[config.mk]
export PLATFORM = sky130hd
export DESIGN_NAME = pipeline_hazard_controller
export DESIGN_NICKNAME = d
export VERILOG_FILES = /design/src/rtl/pipeline_pkg.sv /design/src/rtl/mul_sequencer.sv /design/src/rtl/pipeline_hazard_controller.sv
export SDC_FILE = /design/constraint.sdc
export NUM_CORES = 1
export LEC_CHECK = 0
export CELL_PAD_IN_SITES_DETAIL_PLACEMENT = 1
export CELL_PAD_IN_SITES_GLOBAL_PLACEMENT = 1
export CORE_UTILIZATION = 36
export CTS_CLUSTER_SIZE = 14
export DETAILED_ROUTE_END_ITERATION = 8
export GPL_TIMING_DRIVEN = 0
export PLACE_DENSITY_LB_ADDON = 0.3
export SYNTH_ARGS = -nofsm -noshare
export SYNTH_HDL_FRONTEND = slang
export SYNTH_SLANG_ARGS = --single-unit
[constraint.sdc]
create_clock -name Clk -period 4.6 [get_ports Clk]
set_input_delay 0.46 -clock Clk [delete_from_list [all_inputs] [get_ports Clk]]
set_output_delay 0.46 -clock Clk [all_outputs]
set_load 0.005 [all_outputs]
[src/rtl/pipeline_pkg.sv]
// Shared types and constants for the five-stage pipeline
// hazard controller slice.
package pipeline_pkg;

  typedef enum logic {
    HZ_IDLE,
    HZ_MUL_BUSY
  } hz_state_e;

  localparam logic [5:0] OP_RTYPE = 6'b000000;
  localparam logic [5:0] OP_MUL   = 6'b011100;
  localparam logic [5:0] OP_BNE   = 6'b000101;
  localparam logic [5:0] OP_J     = 6'b000010;

  localparam logic [4:0] REG_ZERO = 5'd0;

endpackage

[src/rtl/mul_sequencer.sv]
// Tracks a multi-cycle mul occupying EX: IDLE/BUSY FSM
// with a countdown of remaining frozen cycles.
module mul_sequencer
  import pipeline_pkg::*;
#(
  parameter int MUL_LATENCY = 3
) (
  input  logic Clk,
  input  logic Reset,
  input  logic start,
  output logic MulBusy
);

  localparam logic [3:0] LOAD = 4'(MUL_LATENCY - 1);

  hz_state_e  state, state_nx;
  logic [3:0] count, count_nx;

  always_ff @(posedge Clk) begin
    if (Reset) begin
      state <= HZ_IDLE;
      count <= '0;
    end else begin
      state <= state_nx;
      count <= count_nx;
    end
  end

  always_comb begin
    state_nx = state;
    count_nx = count;
    unique case (state)
      HZ_IDLE: begin
        if (start && MUL_LATENCY > 1) begin
          state_nx = HZ_MUL_BUSY;
          count_nx = LOAD;
        end
      end
      HZ_MUL_BUSY: begin
        count_nx = count - 4'd1;
        if (count == 4'd1) begin
          state_nx = HZ_IDLE;
        end
      end
      default: begin
        state_nx = HZ_IDLE;
        count_nx = '0;
      end
    endcase
  end

  // Reset must read as not-busy in the same cycle it is raised.
  assign MulBusy = (state == HZ_MUL_BUSY) && !Reset;

endmodule

[src/rtl/pipeline_hazard_controller.sv]
// Load-use / branch-operand hazard detection, redirect squash
// and mul freeze control for the five-stage pipeline.
module pipeline_hazard_controller
  import pipeline_pkg::*;
#(
  parameter int MUL_LATENCY = 3
) (
  input  logic        Clk,
  input  logic        Reset,
  input  logic [4:0]  ID_Rs,
  input  logic [4:0]  ID_Rt,
  input  logic        ID_UsesRs,
  input  logic        ID_UsesRt,
  input  logic        ID_IsMul,
  input  logic        ID_Branch,
  input  logic        ID_BranchTaken,
  input  logic        ID_Jump,
  input  logic        EX_RegWrite,
  input  logic        EX_MemRead,
  input  logic [4:0]  EX_WriteReg,
  input  logic        MEM_MemRead,
  input  logic [4:0]  MEM_WriteReg,
  output logic        PCWrite,
  output logic        IFID_Write,
  output logic        IFID_Flush,
  output logic        IDEX_Write,
  output logic        IDEX_Bubble,
  output logic        EXMEM_Bubble,
  output logic        MulBusy,
  output logic [31:0] StallCycles
);

  logic ex_nz, mem_nz;
  logic rs_ex, rt_ex, rs_mem, rt_mem;
  logic load_use, branch_haz, stall;
  logic redirect, mul_start;

  assign ex_nz  = EX_WriteReg != REG_ZERO;
  assign mem_nz = MEM_WriteReg != REG_ZERO;

  assign rs_ex  = ex_nz && (ID_Rs == EX_WriteReg);
  assign rt_ex  = ex_nz && (ID_Rt == EX_WriteReg);
  assign rs_mem = mem_nz && (ID_Rs == MEM_WriteReg);
  assign rt_mem = mem_nz && (ID_Rt == MEM_WriteReg);

  assign load_use = EX_MemRead &&
    ((ID_UsesRs && rs_ex) || (ID_UsesRt && rt_ex));

  // bne compares in ID, so both operands matter whatever the flags say.
  assign branch_haz = ID_Branch &&
    ((EX_RegWrite && (rs_ex || rt_ex)) ||
     (MEM_MemRead && (rs_mem || rt_mem)));

  assign stall     = load_use || branch_haz;
  assign redirect  = ID_Jump || (ID_Branch && ID_BranchTaken);
  assign mul_start = ID_IsMul && !stall;

  mul_sequencer #(
    .MUL_LATENCY(MUL_LATENCY)
  ) u_mul_seq (
    .Clk    (Clk),
    .Reset  (Reset),
    .start  (mul_start),
    .MulBusy(MulBusy)
  );

  always_comb begin
    PCWrite      = 1'b1;
    IFID_Write   = 1'b1;
    IFID_Flush   = 1'b0;
    IDEX_Write   = 1'b1;
    IDEX_Bubble  = 1'b0;
    EXMEM_Bubble = 1'b0;
    priority case (1'b1)
      Reset: begin
        PCWrite      = 1'b0;
        IFID_Write   = 1'b0;
        IFID_Flush   = 1'b1;
        IDEX_Write   = 1'b0;
        IDEX_Bubble  = 1'b1;
        EXMEM_Bubble = 1'b1;
      end
      MulBusy: begin
        PCWrite      = 1'b0;
        IFID_Write   = 1'b0;
        IDEX_Write   = 1'b0;
        EXMEM_Bubble = 1'b1;
      end
      stall: begin
        PCWrite     = 1'b0;
        IFID_Write  = 1'b0;
        IDEX_Bubble = 1'b1;
      end
      redirect: begin
        IFID_Flush = 1'b1;
      end
      default: ;
    endcase
  end

  always_ff @(posedge Clk) begin
    if (Reset) begin
      StallCycles <= '0;
    end else if (!PCWrite && StallCycles != 32'hFFFF_FFFF) begin
      StallCycles <= StallCycles + 32'd1;
    end
  end

endmodule

Yosys cells after proc, flatten, opt, wreduce, memory -nomap -nowiden
Index checks and enable logic that the tools add are counted.
{"block": "word_totals", "output_inout_bits": 39, "ff_bits": 37, "in_bits": 31}
{"block": "op_classes", "muxes": 19, "eq_ne": 7, "add_sub_neg": 2, "n_bitwise": 1, "reduce_logical": 25}
{"op": "$add A32 B1 Y32 const B", "n": 1}
{"op": "$ne A32 B32 Y1 const B", "n": 1}
{"op": "$eq A5 B5 Y1", "n": 4}
{"op": "$mux W1", "n": 16}
{"op": "$logic_and A1 B1 Y1", "n": 14}
{"op": "$reduce_bool A5 Y1", "n": 2}
{"op": "$pmux W4 S2", "n": 1}
{"op": "$logic_or A1 B1 Y1", "n": 6}
{"op": "$eq A4 B1 Y1 const B", "n": 1}
{"op": "$mux W4", "n": 1}
{"op": "$sub A4 B1 Y4 const B", "n": 1}
{"op": "$logic_not A1 Y1", "n": 3}
{"op": "$ne A2 B2 Y1 const B", "n": 1}
{"op": "$pmux W1 S2", "n": 1}
{"op": "$not A1 Y1", "n": 1}

Depth between registers and ports, before layout
{"block": "depth", "word_depth": 12, "mapped_depth": 9}

Hierarchy
A second synthesis with hierarchy kept.
{"block": "hier_totals", "cells_unflattened": 284, "hier_area_um2": 2363.5}
{"mod": "pipeline_hazard_controller", "area_per_inst_um2": 2108.3, "seq_area_each_um2": 640.6, "n_inst": 1, "cells_per_inst": 257}
{"mod": "mul_sequencer", "area_per_inst_um2": 255.2, "seq_area_each_um2": 100.1, "n_inst": 1, "cells_per_inst": 27}

Least setup slack after synthesis
OpenSTA, ideal clock, no wires.
{"block": "synth_path", "path_type": "in2out", "from": "input port EX_WriteReg[1]", "to": "output port PCWrite", "stages": 7, "t_arrival_ps": 2203, "required_time_ps": 4140, "slack_ps": 1937, "path_buffers": 3, "path_cell_list": "or4_1 o211ai_1 o22ai_1 nor3_2 clkbuf_1 buf_2 buf_4"}
{"block": "synth_between", "elab_chain_len": 10, "elab_cells_between_ends": 17, "cone_classes": "eq/ne: 2; mux: 3; reduce/logical: 12"}
{"element": "start: declaration", "line": "pipeline_hazard_controller.sv:20", "rtl": "input logic [4:0] EX_WriteReg,"}
{"element": "$eq A5 B5 Y1, or another cell as far along", "line": "pipeline_hazard_controller.sv:41", "rtl": "assign rs_ex = ex_nz && (ID_Rs == EX_WriteReg);"}
{"element": "$logic_and A1 B1 Y1, on equally long branches", "line": "pipeline_hazard_controller.sv:41, pipeline_hazard_controller.sv:42"}
{"element": "$logic_or A1 B1 Y1", "line": "pipeline_hazard_controller.sv:51", "rtl": "((EX_RegWrite && (rs_ex || rt_ex)) ||"}
{"element": "$logic_and A1 B1 Y1", "line": "pipeline_hazard_controller.sv:51"}
{"element": "$logic_or A1 B1 Y1", "line": "pipeline_hazard_controller.sv:51"}
{"element": "$logic_and A1 B1 Y1", "line": "pipeline_hazard_controller.sv:50", "rtl": "assign branch_haz = ID_Branch &&"}
{"element": "$logic_or A1 B1 Y1 *", "line": "pipeline_hazard_controller.sv:54", "rtl": "assign stall = load_use || branch_haz;"}
{"element": "$mux W1 * (3 in a row)"}
{"element": "end: declaration", "line": "pipeline_hazard_controller.sv:23", "rtl": "output logic PCWrite,"}
Every way passes the cells marked *; elsewhere a longest branch is shown, timed or not.

Worst setup path after layout
{"block": "layout_path", "from": "input port EX_WriteReg[2]", "to": "output port PCWrite"}
{"block": "layout_between", "elab_chain_len": 10, "elab_cells_between_ends": 17, "cone_classes": "eq/ne: 2; mux: 3; reduce/logical: 12"}
{"element": "$eq A5 B5 Y1, or another cell as far along", "line": "pipeline_hazard_controller.sv:41"}
{"element": "$logic_and A1 B1 Y1, on equally long branches", "line": "pipeline_hazard_controller.sv:41, pipeline_hazard_controller.sv:42"}
{"element": "$logic_or A1 B1 Y1", "line": "pipeline_hazard_controller.sv:51"}
{"element": "$logic_and A1 B1 Y1", "line": "pipeline_hazard_controller.sv:51"}
{"element": "$logic_or A1 B1 Y1", "line": "pipeline_hazard_controller.sv:51"}
{"element": "$logic_and A1 B1 Y1", "line": "pipeline_hazard_controller.sv:50"}
{"element": "$logic_or A1 B1 Y1 *", "line": "pipeline_hazard_controller.sv:54"}
{"element": "$mux W1 * (3 in a row)", "line": "pipeline_hazard_controller.sv:74", "rtl": "priority case (1'b1)"}
Marked as above.

==> flow_metrics.tcl <==
set metrics [dict create \
    outcome "finished, final reports clean" \
    power_frac_comb_pct 16.7 \
    cp-start-kind "primary input" \
    holdWs_ps 510 \
    cts_tree "built" \
    h-tree-depth 2 \
    critical_path_buf_inv_count 5 \
    final_cell_mix "clkdlybuf4s50_1 (69), dfxtp_1 (37), a21oi_1 (32)" \
    dieArea_um2 6490 \
    fp.dieH_um 80.6 \
    hold_start "StallCycles[18]" \
    finalSetupTns_ps 0 \
    wl_um 7010 \
    layout.nets 391 \
    utilization_pct 52.7 \
    p_clk_share_pct 39.1 \
    clock-sinks 37 \
    postPlaceCellArea_um2 3010 \
    antenna_found_initial 0 \
    finClkSkew_ps 3.31 \
    gp_congestion 0.802 \
    fin_crit_sh_pct 90.1 \
    switching_share_pct 24.9 \
    min_path_cells 2 \
    io_buffer_count 69 \
    clk_pin_slew_ps 80 \
    ys_seq_elements 37 \
    via_per_inst 5.72 \
    synthFlopType "dfxtp_1" \
    reg2regPathDepth 9 \
    setup_viol 0 \
    drc 0 \
    critPathKind "in2out" \
    post-route-cell-area_um2 3120 \
    cts_setup_buffers 0 \
    syn_avg_cell_area_um2 7.91 \
    antenna_left 0 \
    yosysTopAreaCell "dfxtp_1" \
    reg2reg_slack_ps 2010 \
    critPathTopFamily "buffers and inverters" \
    layout-drive-gt1-share_pct 5.87 \
    power.internal_uw 570 \
    crit_chain "clkdlybuf4s50_1 -> or4_1 -> o211ai_1 -> o22ai_1 -> nor3_2 -> clkbuf_1 -> buf_2 -> buf_4 -> clkdlybuf4s50_1" \
    synth-edff-count 0 \
    max-cap-violations 0 \
    synth.net_count 315 \
    num_rows 28 \
    cts_inserted_buffers 5 \
    leakage_nw 0.999 \
    worst_slew_pin_slew_ps 914 \
    r2r-start "StallCycles[3]" \
    syn_to_final_growth_pct 40.5 \
    required_ps 4140 \
    layout_commonest_cell "clkdlybuf4s50_1" \
    ys_seq_area_share_pct 33.3 \
    hold_viol 0 \
    slew_headroom_pct 38.2 \
    cp_max_fo 11 \
    worst_hold_path.endpoint "StallCycles[18]" \
    die_w_um 80.6 \
    hp-class "reg2reg" \
    crit_path_start "EX_WriteReg[2]" \
    insertion_delay_ps 290 \
    p_seq_share_pct 44.2 \
    postCtsHoldBufs 0 \
    overflow 0 \
    synth_cell_types 47 \
    grt_max_degree 12 \
    cp_slowest_stage_delay_ps 570 \
    wl_per_cell_um 16.2 \
    dr.pass1.iters 4 \
    grt_pass1_vias 2490 \
    grt_usage_pct 22.9 \
    cts_max_path_buffers 2 \
    drt_iter0_markers 82 \
    diodes 0 \
    p_sw_uw 189 \
    fmax_mhz 241 \
    coreArea_um2 5920 \
    vias 2477 \
    power.density_nw_per_um2 243 \
    slew_violations 0 \
    min_period_ps 4140 \
    start_util_pct 37.5 \
    ys_top_cells_by_area "dfxtp_1 (33%), a21oi_1 (7.2%), or3_1 (6.2%), o21ai_0 (5.4%), xnor2_1 (4.3%)" \
    dpl.hpwl_um 5300 \
    crit_top_cell "clkdlybuf4s50_1" \
    rsz0062_at_grt "no" \
    cp.arrival_ps 3680 \
    fillers 733 \
    syn-cell-area_um2 2220 \
    pin_count 70 \
    yosysTopAreaCellShare_pct 33.3 \
    post_cts_resized 0 \
    rr_endpoint "StallCycles[4]" \
    max-vdd-ir-drop_mv 0.181 \
    synthCells 281 \
    ys_async_sr_fraction_pct 0 \
    worst_path_max_delay_cell "or4_1" \
    end_kind "output pin" \
    yosys_warnings 0 \
    cts_root_buf "clkbuf_8" \
    grt_pass1_wl_um 11500 \
]
power groups by stage:
stage | registers [mW] | clock network, mW | logic, mW
global route | 0.336 | 0.311 | 0.138
floorplan | 0.340 | 0 | 0.0604
CTS | 0.335 | 0.304 | 0.128
finish | 0.335 | 0.297 | 0.127
global placement | 0.342 | 0 | 0.124
detailed placement | 0.342 | 0 | 0.127
state kept, by name (all words and copies together), names as in the netlist:
signal           count
StallCycles         32
u_mul_seq.count      4
u_mul_seq.state      1
metal layers:
layer / vias up / GRT usage [%] / wire length [um]
met5: - / 0 / 0
met1: 1202 / 27.8 / 3150
li1: 1205 / - / -
met3: 10 / 3.52 / 240
met2: 60 / 40.6 / 3520
met4: 0 / 7.86 / 91
cell usage after synthesis (all sizes together) (2+ instances only):
cell type,n
mux2,2
xor2,10
inv,5
buf,5
or3,23
o211ai,2
nor4,2
or4,11
or2,2
nand2,13
nand3,16
nor2b,5
ha,3
nand4,13
and3,4
o21ai,24
o31ai,7
nand3b,2
and2,3
dfxtp,37
nor3,7
xnor2,11
clkbuf,10
nor2,14
a21oi,32
nand2b,2
area by class of cell:
type / count / area [um2] / area share (%)
inverters: 5 / 18.8 / 0.601
multi-input cells: 224 / 1400 / 44.8
flip-flops and latches: 37 / 741 / 23.7
clock inverters: 1 / 30.0 / 0.962
clock buffers: 7 / 86.3 / 2.76
well taps: 75 / 93.8 / 3.00
repair buffers: 69 / 691 / 22.1
plain buffers: 15 / 65.1 / 2.08
how the worst max path moves through the flow:
| stage | slack (ps) | depth (start not counted) | end |
|---|---|---|---|
| after detailed placement | 430 | 9 | PCWrite |
| after floorplan | 1940 | 7 | PCWrite |
| after global routing | 290 | 9 | PCWrite |
| after global placement | 430 | 9 | PCWrite |
| after CTS | 430 | 9 | PCWrite |
| final | 460 | 9 | PCWrite |
tightest hold or removal path: cells and delay by family, from the launching register on:
kind            cells  cell delay, ps
flops               1             340
compound gates      2             120
per-stage QoR:
stage               setup WS (ps)  total power, mW  instances
global route                  287            0.785        433
detailed placement            432            0.469        425
floorplan                    1940            0.401        281
finish                        458            0.758        433
global placement              428            0.465        425
CTS                           426            0.767        433
cell families (layout without fill, tap and decap cells):
group	Yosys count	count (layout)	share of synthesized area, %
flip-flops	37	37	33.3
AO/OA/AOI/OAI	75	75	19.5
adder cells (fa/ha/maj)	3	3	1.69
AND/OR/NAND/NOR	123	123	32.4
XOR/XNOR	21	21	8.28
multiplexers	2	2	1.01
buffers and inverters	20	97	3.77
No activity file was read; power rests on OpenSTA's default activity.
==> patch, RTL diff (same settings) <==
`REG_ZERO`: 5'd0 -> 5'd1.
--- a/src/rtl/pipeline_pkg.sv
+++ b/src/rtl/pipeline_pkg.sv
@@ -13,5 +13,5 @@
   localparam logic [5:0] OP_J     = 6'b000010;
 
-  localparam logic [4:0] REG_ZERO = 5'd0;
+  localparam logic [4:0] REG_ZERO = 5'd1;
 
 endpackage
Check against the original RTL: not equivalent (Yosys sat finds a counterexample within 4 cycles, from zero or initial values and one cycle with Reset high).
==> patch against the original RTL <==
  * Area after synthesis is 7.8% higher
  * Routed wire length up 6.6%
  * Die area grew 7.6%
  * Sequential cell count did not move
  * Design area grew 4.3%
  * Total power down 9.6%
  * Register-to-register slack got worse by 70 ps
  * Sequential share of layout area down 0.97 points
  * Setup slack gained 240 ps
==> patch: results <==
metrics = {
    "final_layout": {
        "clk_share_pct": 2.27,
        "multi_input_area_um2": 1530,
        "top_regs": "StallCycles: 32 flops, u_mul_seq.count: 4 flops, u_mul_seq.state: 1 flops",
        "num-fill-cells": 781,
        "layout-drive-gt1-share_pct": 9.04,
        "num-nonclk-buffers": 86,
        "buffer_area_share_pct": 24.3,
        "num-nets-final": 400,
        "multi_input_gates": 228,
        "fin_util_pct": 51.0,
        "antennaDiodeCount": 0,
    },
    "place": {
        "dp_slack_ps": 653,
        "placed_area_um2": 3180,
        "gp_congestion": 0.769,
        "dp_hpwl_um": 5540,
        "portBuffers": 69,
        "place_inst": 436,
    },
    "synth": {
        "netlist_top_cells_count": "dfxtp_1, a21oi_1, nor2_1",
        "ys_top_cells_by_area": "dfxtp_1, xor2_1, a21oi_1, nand3_1, nor2_1",
        "synthDistinctLibCells": 50,
        "synth_seq_area_share_pct": 30.9,
        "synth_area_per_cell_um2": 8.26,
        "syn_nets": 324,
    },
    "global_routing": {
        "use_met3_pct": 3.46,
        "grt_pass1_vias": 2445,
        "gr-total-overflow": 0,
        "antenna_found_initial": 0,
        "grtUsageTotal_pct": 21.8,
        "grt_pass1_wl_um": 12400,
        "grt_util_met1_pct": 28.9,
    },
    "routing": {
        "drt_iter0_drc": 113,
        "num_vias": 2502,
        "route.met2.wl_um": 3630,
        "post_drt_wl_per_cell_um": 16.9,
        "met1_length_um": 3510,
        "first_pass_iters": 4,
        "via_per_inst": 5.66,
        "wl_met3_um": 261,
    },
    "min_path": {
        "hold_class": "flop to flop",
        "worstHoldStart": "StallCycles[15]$_SDFFE_PP0P_",
    },
    "sta": {
        "skew_ps": 4.12,
        "tightest_slew_ps": 698,
    },
    "status": {
        "run_status": "complete, no violations",
    },
    "setup_path": {
        "worstPathArrival_ps": 3440,
        "worst_r2r_startpoint": "StallCycles[3]$_SDFFE_PP0P_",
        "crit_path_start": "MEM_WriteReg[3]",
    },
    "floorplan": {
        "dieArea_um2": 6990,
    },
    "pwr": {
        "p_leak_nw": 1.14,
        "peakVddDrop_v": 0.000130,
    },
    "clocking": {
        "clock-sinks": 37,
    },
}
patch: cell count changes after synthesis, sizes merged, moves of 8 or more:
| cell | before | now |
|---|---|---|
| a21oi | 32 | 24 |
| mux2 | 2 | 10 |
| nor2 | 14 | 24 |
| nor2b | 5 | 14 |
| o21ai | 24 | 12 |
| or3 | 23 | 10 |
| xnor2 | 11 | 1 |
| xor2 | 10 | 20 |
patch: worst max-delay path: stages:
cell             delay (ps)
clkdlybuf4s50_1         470
or4b_1                  550
o211ai_1                210
o32ai_2                 120
nor3_2                  530
buf_4                   280
buf_4                   200
buf_4                   120
clkdlybuf4s50_1         480
patch: logic make-up (layout without fill, tap and decap cells):
| family | after synthesis | in the layout | share of synthesized area (%) |
|---|---|---|---|
| AO/OA/AOI/OAI | 58 | 58 | 15.9 |
| XOR/XNOR | 21 | 21 | 7.68 |
| flip-flops | 37 | 37 | 30.9 |
| buffers and inverters | 25 | 100 | 5.43 |
| multiplexers | 10 | 10 | 4.70 |
| AND/OR/NAND/NOR | 136 | 136 | 33.8 |
| adder cells (fa/ha/maj) | 3 | 3 | 1.57 |
patch: report_power, final:
group / leakage, nW / switching [W] / internal [W]
clock: 0.0399 / 0.000121 / 0.0000999
sequential: 0.299 / 0.00000882 / 0.000327
combinational: 0.801 / 0.0000616 / 0.0000668
total: 1.14 / 0.000192 / 0.000494
patch: final timing paths:
| check | cells after the start | endpoint | slack (ps) |
|---|---|---|---|
| setup reg to reg | 8 | StallCycles[28]$_SDFFE_PP0P_ | 1940 |
| hold / removal | 2 | StallCycles[15]$_SDFFE_PP0P_ | 510 |
| setup / recovery | 9 | PCWrite | 700 |
| hold reg to reg | 2 | StallCycles[15]$_SDFFE_PP0P_ | 510 |
